--- src/rtl/key_debounce_quad.sv ---
// key_debounce_quad: four independent pushbutton/switch debouncers.
// Each channel has a 2-FF synchronizer, a stability counter and a
// registered stable level. A new level must be seen on N consecutive
// synchronized cycles before key_out takes it, where
// N = (CLK_FREQ_HZ/1000)*DEBOUNCE_MS.
// Optional feature macro: DEBOUNCE_PULSE_EN. When it is defined, the
// ports key_rise/key_fall carry one-cycle edge pulses of key_out.
// When it is undefined, those ports and their edge registers do not exist.
module key_debounce_quad #(
  parameter int CLK_FREQ_HZ = 12_000_000,
  parameter int DEBOUNCE_MS = 20
) (
  input  logic       clk,
  input  logic       rst,
  input  logic [3:0] key_in,
  output logic [3:0] key_out
`ifdef DEBOUNCE_PULSE_EN
  ,
  output logic [3:0] key_rise,
  output logic [3:0] key_fall
`endif
);

  localparam int N     = (CLK_FREQ_HZ / 1000) * DEBOUNCE_MS;
  localparam int CNT_W = (N > 1) ? $clog2(N) : 1;
  localparam logic [CNT_W-1:0] CNT_MAX = CNT_W'(N - 1);
  localparam logic [CNT_W-1:0] CNT_ONE = CNT_W'(1);

  // A debounce window shorter than two cycles cannot reject anything.
  if (N < 2) begin : g_bad_window
    $error("key_debounce_quad: N = %0d, must be >= 2", N);
  end

  logic [3:0]            sync1_q;
  logic [3:0]            sync2_q;
  logic [3:0][CNT_W-1:0] cnt_q;
  logic [3:0][CNT_W-1:0] cnt_d;
  logic [3:0]            key_out_q;
  logic [3:0]            key_out_d;

  // Per-channel stability counter: clear on agreement, accept after N mismatches.
  always_comb begin
    key_out_d = key_out_q;
    cnt_d     = cnt_q;
    for (int i = 0; i < 4; i++) begin
      if (sync2_q[i] == key_out_q[i]) begin
        cnt_d[i] = {CNT_W{1'b0}};
      end else if (cnt_q[i] == CNT_MAX) begin
        key_out_d[i] = sync2_q[i];
        cnt_d[i]     = {CNT_W{1'b0}};
      end else begin
        cnt_d[i] = cnt_q[i] + CNT_ONE;
      end
    end
  end

  // Synchronizers, counters and stable levels; reset clears all progress.
  always_ff @(posedge clk or posedge rst) begin
    if (rst) begin
      sync1_q   <= 4'b0000;
      sync2_q   <= 4'b0000;
      cnt_q     <= {4*CNT_W{1'b0}};
      key_out_q <= 4'b0000;
    end else begin
      sync1_q   <= key_in;
      sync2_q   <= sync1_q;
      cnt_q     <= cnt_d;
      key_out_q <= key_out_d;
    end
  end

  assign key_out = key_out_q;

`ifdef DEBOUNCE_PULSE_EN
  logic [3:0] key_out_dly_q;

  // One-cycle delayed copy of key_out for edge detection; zero at reset so
  // release never produces a spurious pulse.
  always_ff @(posedge clk or posedge rst) begin
    if (rst) begin
      key_out_dly_q <= 4'b0000;
    end else begin
      key_out_dly_q <= key_out_q;
    end
  end

  assign key_rise = key_out_q & ~key_out_dly_q;
  assign key_fall = ~key_out_q & key_out_dly_q;
`endif

endmodule

--- config.mk ---
export PLATFORM = sky130hd
export DESIGN_NAME = key_debounce_quad
export DESIGN_NICKNAME = d
export VERILOG_FILES = /design/src/rtl/key_debounce_quad.sv
export SDC_FILE = /design/constraint.sdc
export NUM_CORES = 1
export LEC_CHECK = 0
export ABC_CLOCK_PERIOD_IN_PS = 2200
export BUFFER_PORTS_ARGS = -buffer_cell sky130_fd_sc_hd__buf_4
export CAP_MARGIN = 20
export CELL_PAD_IN_SITES_DETAIL_PLACEMENT = 1
export CELL_PAD_IN_SITES_GLOBAL_PLACEMENT = 1
export CORE_MARGIN = 2
export CORE_UTILIZATION = 45
export DETAILED_ROUTE_END_ITERATION = 12
export MAX_ROUTING_LAYER = met4
export PLACE_DENSITY = 0.87
export SLEW_MARGIN = 10
export SYNTH_ARGS = -nofsm -noshare
export SYNTH_HDL_FRONTEND = slang
export SYNTH_SLANG_ARGS = --single-unit
--- constraint.sdc ---
create_clock -name clk -period 2.2 [get_ports clk]
set_input_delay 0.22 -clock clk [delete_from_list [all_inputs] [get_ports clk]]
set_output_delay 0.22 -clock clk [all_outputs]
set_load 0.02 [all_outputs]
==> key figures <==
Status
  – Status: finished clean

Floorplan
  – DIE HEIGHT: 97.9 um
  – Row count: 34
  – Die footprint: 0.00958 mm^2
  – Starting Density: 45.9%
  – Num ports: 10
  – Core area: 0.00864 mm^2
  – Chip Width: 97.9 um

Worst setup path
  – Worst R2R Path Depth: 4
  – Slowest-stage cell, CP: or3_1
  – Critical Path Sink: cnt_q[71]
  – Crit path kind: register to register
  – Critical Path End Type: register
  – Worst setup startpoint: cnt_q[60]
  – Critical path cell sequence: nand4_1, or3_1, or4_1, a21oi_1
  – Crit path largest cell delay: 0.50 ns
  – Worst reg2reg startpoint: cnt_q[60]
  – Worst path required time: 2.49 ns
  – Crit Path Max Fanout: 6
  – Critical R2R Capture: cnt_q[71]
  – R2R Setup Slk: 0.32 ns
  – Critical path startpoint category: register
  – Critical Path AT: 2.17 ns

Logic synthesis
  – Ys async rst share: 100%
  – Synth area leaders: dfrtp_1 53%, xor2_1 6.6%, nor2_1 6.4%
  – Mapped Cells: 387
  – EDFF count, synth: 0
  – Leading area contributor after synthesis: dfrtp_1
  – Yosys reg bits: 84
  – Sequential area share after synthesis: 53.0%
  – Syn Std Cell Area: 0.00397 mm^2
  – Post-synth top area share: 53.0%
  – Syn. warnings: 0
  – Synth cell types: 35
  – Syn_nets: 397
  – Synth Area per Inst: 10.2 um^2
  – Main flop type after synthesis: dfrtp_1

Routing
  – Routed met3 length: 192 um
  – Residual DRC count: 0
  – Overall routed net length: 8.43 mm
  – Via count: 2937
  – Vias per cell: 5.62
  – DR iter-0 viols: 110
  – M1 WL: 3.78 mm
  – DRT antenna net count: 0
  – Initial DRT Pass Iterations: 4
  – Metal2 WL: 4.34 mm
  – WL/cell: 16.1 um
  – Highest Signal Layer: met4

Layout
  – Number of fill cells: 960
  – Most frequent cells in the layout: 84 x dfrtp_1, 68 x nor2_1, 30 x xor2_1
  – Sequential cell area: 0.00210 mm^2
  – Diodes inserted: 0
  – Commonest non-fill, non-tap cell in the layout: dfrtp_1
  – Share of cells above drive strength 1: 10.4%
  – Area Growth Syn to Fin: 12.5%
  – Multi-input logic area: 0.00179 mm^2
  – Final nets: 421

Job
  – Max-cap violations: 0

Global routing
  – Initial antenna violation count: 0
  – First-pass GRT wire length: 15.0 mm
  – Largest net degree at the start of global routing: 85
  – GRT overflow: 0
  – Vias in the first global route: 3222
  – GRT Util Overall: 19.9%

Place
  – Pre-CTS setup slack: 0.325 ns
  – Hpwl dp: 5.69 mm
  – Global placer's final weighted congestion: 0.841
  – Number of buffers added on ports: 9

CTS
  – Clock Latency Late Sink: 0.36 ns
  – Clock transition at path regs: 0.09 ns
  – CTS Sinks: 84
  – Clock Tree Root: clkbuf_8
  – TritonCTS clock tree: done
  – Setup bufs post-CTS: 0
  – CTS buffer count: 9
  – H-tree depth: 3
  – Max Root-Sink Buffers: 2

Min path
  – Worst Hold Class: register to register

Timing
  – Final setup violation count: 0
  – Fin crit share: 85.2%
  – Slew HR: 60.1%
  – Worst-Margin Slew: 0.593 ns
  – Fmax achieved: 533 MHz
  – Final setup TNS: 0 ns
  – Crit path time final: 1.88 ns
  – Max Slew Vio Count: 0
  – Final Hold Viols: 0
  – Final clock skew: 0.00928 ns
  – Worst Setup Slack, final: 0.325 ns
  – RSZ-0062 raised after global routing: false

Pwr
  – Max VDD drop: 348 uV
  – PD cells: 652 mW/mm^2
  – Leakage: 1.85 nW
-- worst max-delay path, delay by kind of cell, from the launching register on --
family	cells	cell delay, ns
AND/OR/NAND/NOR	3	1.17
flip-flops	1	0.49
AO/OA/AOI/OAI	1	0.15
-- Yosys cell counts, types with 2 or more instances --
library cell,instances
and3_1,3
and4b_1,3
buf_2,5
inv_1,9
and4_1,9
nor2_1,68
mux2_2,4
dfrtp_1,84
nand4_1,26
xnor2_1,27
or4_1,5
o21ai_1,2
nor4bb_1,3
a21oi_1,11
a31o_2,3
nor4_1,9
nand3_1,22
o31ai_1,5
clkbuf_1,2
and2_1,5
nor3_1,6
ha_1,4
nand2_1,23
xor2_1,30
or3_1,6
o21ai_0,4
-- flip-flops by register name, indices dropped and copies added, names as in the netlist --
name and flops:
sync1_q 4, cnt_q 72, sync2_q 4, key_out 4
-- per-stage QoR --
stage	area [um^2]	std cells	utilization (%)	total power [mW]	hold slack, ns
global placement	4200	503	48.6	1.73	0.331
CTS	4460	523	51.7	2.96	0.352
global route	4460	523	51.7	3.03	0.360
detailed placement	4200	503	48.6	1.74	0.332
finish	4460	523	51.7	2.91	0.348
floorplan	3970	387	-	1.69	0.251
-- worst min-delay path by stage --
stage                           from          to  slack, ns  cells after the start
after global placement     key_in[3]  sync1_q[3]       0.33                      1
final                     sync1_q[0]  sync2_q[0]       0.35                      0
after detailed placement   key_in[3]  sync1_q[3]       0.33                      1
after floorplan            key_in[0]  sync1_q[0]       0.25                      0
after global routing      sync1_q[0]  sync2_q[0]       0.36                      0
after CTS                 sync1_q[0]  sync2_q[0]       0.35                      0
-- kinds of logic after synthesis --
family / after synthesis / share of synthesized area, %
mux: 4 / 1.14
buf+inv: 17 / 1.80
fa+ha+maj: 4 / 1.26
flops: 84 / 53.0
compound gates: 26 / 3.97
simple gates: 195 / 26.2
xor+xnor: 57 / 12.6
-- timing repair --
item | in CTS | in global routing
hold buffers | 5 | 0
endpoints found under the hold margin | 10 | 0
resized for setup | 0 | 0
-- cell type report --
cell class,instances,area share (%)
sequential,84,47.1
multi-input combinational,286,40.2
timing repair buffer,21,4.09
tap,108,3.03
clock buffer,9,2.78
clock inverter,6,1.96
inverter,9,0.841
-- layer usage --
layer	GRT usage (%)	up-vias
met5	-	-
met4	6.62	0
met3	4.51	11
met2	33.9	28
met1	23.4	1494
li1	-	1404
-- report_power, final --
group          leakage, nW  switching (mW)  internal, mW
Combinational        0.598          0.0753        0.0432
Clock                0.109           0.566         0.635
Sequential            1.15          0.0235          1.57
Total                 1.85           0.665          2.25
No activity file was read; power rests on OpenSTA's default activity.
